## src/rtl/noc_output_arbiter.sv

```systemverilog
// Round-robin output-port arbiter with downstream credit tracking for one mesh router port.
// Forwards at most one flit per cycle, registered, and refuses grants when no credit is left.
module noc_output_arbiter #(
  parameter int NUM_REQ = 5,
  parameter int DATA_W  = 16,
  parameter int CREDITS = 4,
  parameter int CRED_W  = 3,
  parameter int IDX_W   = 3
) (
  input  logic                      clk,
  input  logic                      rst,
  input  logic [NUM_REQ-1:0]        req_valid,
  input  logic [NUM_REQ*DATA_W-1:0] req_data,
  output logic [NUM_REQ-1:0]        req_ready,
  output logic                      out_valid,
  output logic [DATA_W-1:0]         out_data,
  output logic [IDX_W-1:0]          out_src,
  input  logic                      credit_in,
  output logic [CRED_W-1:0]         credit_cnt,
  output logic                      err_overflow,
  output logic [IDX_W-1:0]          dbg_ptr
);

  // Handshake: a requester holds req_valid/req_data until it sees req_ready high;
  // the flit is consumed at the rising edge of any cycle where valid && ready.

  logic [IDX_W-1:0]  ptr_q, ptr_d;
  logic [CRED_W-1:0] credit_cnt_q, credit_cnt_d;
  logic              out_valid_q, out_valid_d;
  logic [DATA_W-1:0] out_data_q, out_data_d;
  logic [IDX_W-1:0]  out_src_q, out_src_d;
  logic              err_overflow_q, err_overflow_d;

  logic              grant;
  logic [IDX_W-1:0]  winner;
  logic [IDX_W:0]    cand;
  logic              has_credit;
  logic              cnt_full;

  assign has_credit = (credit_cnt_q != '0);
  assign cnt_full   = (credit_cnt_q == CRED_W'(CREDITS));

  // Search starts at ptr and wraps; only the registered credit count can enable a grant.
  always_comb begin
    grant  = 1'b0;
    winner = '0;
    cand   = '0;
    if (!rst && has_credit) begin
      for (int off = 0; off < NUM_REQ; off++) begin
        cand = {1'b0, ptr_q} + (IDX_W+1)'(off);
        if (cand >= (IDX_W+1)'(NUM_REQ)) begin
          cand = cand - (IDX_W+1)'(NUM_REQ);
        end
        if (!grant && req_valid[cand[IDX_W-1:0]]) begin
          grant  = 1'b1;
          winner = cand[IDX_W-1:0];
        end
      end
    end
  end

  always_comb begin
    req_ready = '0;
    if (grant) begin
      req_ready[winner] = 1'b1;
    end
  end

  always_comb begin
    ptr_d          = ptr_q;
    out_valid_d    = 1'b0;
    out_data_d     = out_data_q;
    out_src_d      = out_src_q;
    credit_cnt_d   = credit_cnt_q;
    err_overflow_d = err_overflow_q;

    if (grant) begin
      out_valid_d = 1'b1;
      out_data_d  = req_data[int'(winner)*DATA_W +: DATA_W];
      out_src_d   = winner;
      ptr_d       = (winner == IDX_W'(NUM_REQ-1)) ? '0 : winner + IDX_W'(1);
    end

    // A returned credit against a full counter is only an error if no grant consumes one.
    case ({grant, credit_in})
      2'b10: credit_cnt_d = credit_cnt_q - CRED_W'(1);
      2'b01: begin
        if (cnt_full) begin
          err_overflow_d = 1'b1;
        end else begin
          credit_cnt_d = credit_cnt_q + CRED_W'(1);
        end
      end
      default: credit_cnt_d = credit_cnt_q;
    endcase
  end

  always_ff @(posedge clk) begin
    if (rst) begin
      ptr_q          <= '0;
      credit_cnt_q   <= CRED_W'(CREDITS);
      out_valid_q    <= 1'b0;
      out_data_q     <= '0;
      out_src_q      <= '0;
      err_overflow_q <= 1'b0;
    end else begin
      ptr_q          <= ptr_d;
      credit_cnt_q   <= credit_cnt_d;
      out_valid_q    <= out_valid_d;
      out_data_q     <= out_data_d;
      out_src_q      <= out_src_d;
      err_overflow_q <= err_overflow_d;
    end
  end

  assign out_valid    = out_valid_q;
  assign out_data     = out_data_q;
  assign out_src      = out_src_q;
  assign credit_cnt   = credit_cnt_q;
  assign err_overflow = err_overflow_q;
  assign dbg_ptr      = ptr_q;

endmodule

```

## config.mk

```make
export PLATFORM = sky130hd
export DESIGN_NAME = noc_output_arbiter
export DESIGN_NICKNAME = d
export VERILOG_FILES = /design/src/rtl/noc_output_arbiter.sv
export SDC_FILE = /design/constraint.sdc
export NUM_CORES = 1
export LEC_CHECK = 0
export BUFFER_PORTS_ARGS = -buffer_cell sky130_fd_sc_hd__buf_2
export CAP_MARGIN = 30
export CORE_UTILIZATION = 55
export DETAILED_ROUTE_END_ITERATION = 7
export PLACE_DENSITY = 0.95
export SYNTH_ARGS = -nofsm -noshare
export SYNTH_HDL_FRONTEND = slang
export SYNTH_SLANG_ARGS = --single-unit
```

## constraint.sdc

```tcl
create_clock -name clk -period 12.4 [get_ports clk]
set_input_delay 3.72 -clock clk [delete_from_list [all_inputs] [get_ports clk]]
set_output_delay 3.72 -clock clk [all_outputs]
set_load 0.005 [all_outputs]
```

# Word level (Yosys, flattened, before mapping)
# Cells that the tools add are included.
word_totals:
  reg_bits: 27
  latch_bits: 0
  mem_bits_rw: 0
  romBits: 0
  inputBits: 88
  output_inout_bits: 32
  word_cells: 94
  memories: 0
classes:
  n_addsub: 12
  n_mul: 0
  div_mod_pow: 0
  order_cmp: 12
  eq_ne: 5
  shifts: 1
  muxes: 43
  bitwise_logic: 0
  n_reduce_logical: 15
ops:
  columns: ["operator", "n"]
  rows:
  - ["80-bit by 8-bit indexed part select with 16-bit output", 1]
  - ["3-bit 2-to-1 mux", 18]
  - ["3-bit by 4-bit less-than comparator with 1-bit output (second input constant)", 6]
  - ["1-bit 2-to-1 mux", 17]
  - ["4-bit by 3-bit greater-or-equal comparator with 1-bit output (second input constant)", 4]
  - ["1-bit binary-select mux with 3-bit select", 5]
  - ["3-bit subtractor (second input constant)", 5]
  - ["3-bit by 2-bit adder with 4-bit output (second input constant)", 2]
  - ["3-bit by 1-bit adder with 3-bit output (second input constant)", 2]
  - ["3-bit == test (second input constant)", 2]
  - ["1-bit logical AND", 6]
  - ["3-bit case mux with 2 select lines", 1]
  - ["1-bit logical NOT", 5]
  - ["5-bit 2-to-1 mux", 1]
  - ["3-bit by 1-bit adder with 4-bit output (second input constant)", 1]
  - ["3-bit by 3-bit adder with 4-bit output (second input constant)", 1]
  - ["2-bit AND reduction", 2]
  - ["1-bit demux with 3-bit select", 1]
  - ["3-bit by 1-bit greater-or-equal comparator with 1-bit output (second input constant)", 1]
  - ["3-bit greater-or-equal comparator (second input constant)", 1]
  - ["3-bit nonzero test", 1]
  - ["3-bit by 1-bit subtractor with 3-bit output (second input constant)", 1]
  - ["2-bit by 1-bit == test with 1-bit output (second input constant)", 1]
  - ["2-bit == test (second input constant)", 1]
  - ["other kinds (2)", 2]

# Logic depth before layout (Yosys ltp)
depth:
  ltp_word: 28
  ltp_mapped: 21
  mapped_depth_nobuf: 16

# Least setup slack after synthesis
# OpenSTA, ideal clock, no wires.
synth_path:
  kind: "input-to-output"
  from: "in req_valid[1]"
  to: "out req_ready[0]"
  arrival_ns: 5.849
  required_time_ns: 8.680
  setup_slack_ns: 2.831
  path_stages: 11
  n_path_buf: 3
  cell_sequence: "mux2_2 > o2111ai_1 > nand3_1 > or3_1 > buf_6 > o31a_1 > buf_6 > nand3_4 > buf_8 > nand2_1 > nor3_1"
synth_between:
  elab_chain_len: 25
  elab_cells_between_ends: 40
  classes_between: "2 x order compare; 29 x mux; 9 x reduce/logical"
synth_rtl:
  columns: ["element", "line", "text"]
  rows:
  - ["start, declared", "12", "input logic [NUM_REQ-1:0] req_valid,"]
  - ["1-bit binary-select mux with 3-bit select", "54", "if (!grant && req_valid[cand[IDX_W-1:0]]) begin"]
  - ["1-bit 2-to-1 mux (not written as such)", "54", null]
  - ["1-bit 2-to-1 mux", "54", null]
  - ["1-bit 2-to-1 mux", "48", "if (!rst && has_credit) begin"]
  - ["1-bit logical NOT", "54", null]
  - ["1-bit logical AND", "54", null]
  - ["1-bit 2-to-1 mux", "54", null]
  - ["1-bit 2-to-1 mux", "48", null]
  - ["(+9 left out)", null, null]
  - ["1-bit logical AND", "54", null]
  - ["3-bit 2-to-1 mux", "54", null]
  - ["3-bit 2-to-1 mux", "48", null]
  - ["3-bit by 4-bit less-than comparator with 1-bit output (not written as such) or 3-bit by 1-bit greater-or-equal comparator with 1-bit output (tied branches)", "65", "req_ready[winner] = 1'b1;"]
  - ["1-bit logical AND (not written as such)", "65", null]
  - ["1-bit 2-to-1 mux (not written as such)", "65", null]
  - ["1-bit demux with 3-bit select", "65", null]
  - ["5-bit 2-to-1 mux (*)", "64", "if (grant) begin"]
  - ["end, declared", "14", "output logic [NUM_REQ-1:0] req_ready,"]
# Every way passes the cells marked *; elsewhere a longest branch is shown, timed or not. The select of a mux whose other input is x is not followed.

# Worst setup path after layout
layout_path:
  from: "in req_valid[1]"
  to: "out req_ready[1]"
# The elaborated chain is that of the path after synthesis.

==> flow_summary_export.csv <==
group,metric,value,unit
route,wl_met2,5020,µm
timing,setup_tns,0,ps
global_routing,grt_overflow,0,
power_and_ir_drop,power_leakage,1.70,nW
synthesis,yosysWarnings,0,
worst_setup_path,reg2reg_from,"dbg_ptr[1]",
timing,period_minus_slack,10700,ps
cells_and_area,fin_cells,551,
cts,clkSinkCount,27,
timing,final-max-slew-violation-count,0,
route,drtAntennaViolNets,0,
synthesis,netlist_top_cells_area,"dfxtp_1 17%, mux2i_1 8.7%, a211oi_2 6.2%",
outcome,outcome,"finished clean",
route,drt-total-wl,10200,µm
worst_setup_path,crit_fanout,22,
worst_setup_path,reg2reg_slack,6870,ps
global_routing,grt_start_max_net_pins,30,
place,place_ws,1860,ps
job,drv_cap,0,
synthesis,synth_commonest_cells,"28 x a21oi_1, 28 x mux2i_1, 27 x dfxtp_1",
worst_setup_path,worstSetupStartpoint,"req_valid[1]",
cells_and_area,areaGrowthSynthToFinish,16.4,%
synthesis,synth_seq_cells,27,
global_routing,grt_pass1_vias,3483,
power_and_ir_drop,power_density,359,nW/µm²
synthesis,synth_ff_type,"dfxtp_1",
synthesis,avgSynthCellArea,8.43,µm²
synthesis,async_reset_ff_share,0,%
timing,grt_setup_unrepaired,"no",
timing,fmax,93.5,MHz
floorplanning,start_util,58.1,%
cts,postCtsSetupRepairBufs,0,
synthesis,yosys.area.top_type,"dfxtp_1",
place,placed_cell_area,3720,µm²
route,top_layer_used,"met4",
cells_and_area,nets,580,
synthesis,syn_area,3240,µm²
cells_and_area,diodes,0,
synthesis,ys_types,78,
timing,relSlewSlack,29.1,%
global_routing,grt_pass1_wl,16300,µm
cts,hold_buffers,0,
cts,ctsResizeCount,0,
hold_path,holdCritPathClass,"reg2reg",
floorplanning,die_w,78.7,µm
worst_setup_path,cpPeakStageDelay,690,ps
worst_setup_path,cp.arrival,6980,ps
timing,hold_violations,0,
synthesis,synth_edf_count,0,
worst_setup_path,critPathLaunchType,"input port",
cts,insertion_delay,290,ps
cts,ctsRootBufferMaster,"clkbuf_8",
synthesis,synthCells,384,
timing,final.period_utilization,86.3,%
cts,htreeDepth,1,
hold_path,hold_depth,2,
place,dp_cells,547,
timing,worstMarginPinSlew,1060,ps
route,via_per_inst,6.60,
worst_setup_path,cp_data_required_time,8680,ps
floorplanning,num_io_pins,120,
worst_setup_path,critPathKind,"in2out",
timing,fin_worst_skew,3.61,ps
global_routing,grt.total_usage,33.2,%
cts,cts_buffers,3,
synthesis,synth_top_area_share,16.7,%
global_routing,antenna_found_initial,0,
worst_setup_path,cpMaxStageDelayCell,"o211ai_2",
route,wl_per_cell,18.6,µm
route,drt-met1-wl,4060,µm
cts,cts_max_path_buffers,2,
worst_setup_path,reg2reg_to,"out_data[1]",
route,first_pass_iters,5,
worst_setup_path,crit_chain,"buf_2, mux2i_1, mux2i_1, a32oi_1, nand2b_1, or3_1, o211ai_2, nand3_4, nor3_1, buf_2",
cells_and_area,final_cell_area,3770,µm²
route,first_iter_violations,375,
place,globalplace.congestion,0.915,
floorplanning,rows,27,
route,drc,0,
floorplanning,design.core.area,5570,µm²
cells_and_area,drive_gt1_share,34.0,%
timing,setup_violations,0,
worst_setup_path,cp-end-kind,"output port",
synthesis,synthesis.nets,484,
timing,fin_ws,1700,ps
cts,cts_tree,"done",
route,vias,3635,
place,hpwl,7720,µm
place,io_buffer_count,119,
power_and_ir_drop,ir_drop,0.241,mV
route,wl_met3,781,µm
floorplanning,die_h,78.7,µm
floorplanning,dieArea,6200,µm²
worst_setup_path,worstSetupEndpoint,"req_ready[1]",
synthesis,yosysSeqAreaShare,16.7,%
cts,clk_pin_slew,100,ps
worst_setup_path,r2r_cells,12,
## registers in the layout, indices dropped and copies added, names as in the netlist
register and count:
out_data 16, credit_cnt 3, dbg_ptr 3, out_src 3, err_overflow 1, out_valid 1
## layer usage
| metal | vias to the layer above | track usage [%] |
|---|---|---|
| li1 | 1686 | - |
| met1 | 1716 | 39.1 |
| met2 | 201 | 57.9 |
| met3 | 32 | 6.67 |
| met4 | 0 | 14.6 |
| met5 | - | 0 |
## metrics by stage
stage | total power [mW] | util (%) | hold slack, ps
CTS | 1.33 | 67.6 | 456
floorplan | 1.10 | - | 439
global placement | 1.22 | 66.8 | 434
finish | 1.35 | 67.6 | 456
detailed placement | 1.27 | 66.8 | 440
global route | 1.45 | 67.6 | 485
## power by group
part,leakage (nW),switching (mW),internal [mW]
Combinational,1.45,0.689,0.437
Clock,0.0217,0.0327,0.0230
Sequential,0.226,0.0371,0.134
Total,1.70,0.758,0.593
## cells in the final DEF (no fill, tap or decap), drive strengths merged, types with 4 or more instances in the layout
| master | Yosys | layout |
|---|---|---|
| a2111oi | 4 | 4 |
| a211oi | 22 | 22 |
| a21oi | 29 | 29 |
| a31oi | 17 | 17 |
| and3 | 4 | 4 |
| buf | 21 | 120 |
| dfxtp | 27 | 27 |
| ha | 10 | 10 |
| inv | 10 | 10 |
| mux2 | 4 | 4 |
| mux2i | 28 | 28 |
| nand2 | 19 | 19 |
| nand2b | 9 | 9 |
| nand3 | 9 | 9 |
| nor2 | 17 | 17 |
| nor3 | 9 | 9 |
| nor4 | 17 | 17 |
| o21a | 22 | 22 |
| o21ai | 12 | 12 |
| o21bai | 17 | 17 |
| xnor2 | 4 | 4 |
## critical path: cells and delay by family
family                 cells  cell delay [ps]
buffers and inverters      2              300
muxes                      2              390
and+or+nand+nor            4             1580
AOI/OAI and AO/OA          2              970
## worst min path at each step
stage | start | end | slack (ps)
floorplan | out_src[0] | out_src[0] | 440
global placement | out_src[1] | out_src[1] | 430
detailed placement | out_src[0] | out_src[0] | 440
CTS | out_src[0] | out_src[0] | 460
global route | out_src[0] | out_src[0] | 490
finish | out_src[0] | out_src[0] | 460
## cell families (layout without fill, tap and decap cells)
group / count (synthesis) / in the layout / synth area share, %
AOI/OAI and AO/OA: 161 / 161 / 39.4
xor gates and xnor gates: 5 / 5 / 1.35
adders and majority gates: 12 / 12 / 5.10
muxes: 32 / 32 / 10.0
buffers and inverters: 40 / 135 / 7.84
DFF: 27 / 27 / 16.7
and+or+nand+nor: 107 / 107 / 19.6
## cell type report
| class | count | area (µm²) |
|---|---|---|
| flip-flops and latches | 27 | 541 |
| well taps | 72 | 90.1 |
| multi-input cells | 317 | 2440 |
| clock buffers | 3 | 41.3 |
| inverters | 11 | 43.8 |
| fillers | 463 | 1800 |
| clock inverters | 1 | 7.51 |
| repair buffers | 120 | 603 |
Power figures use the tool's default switching activity.
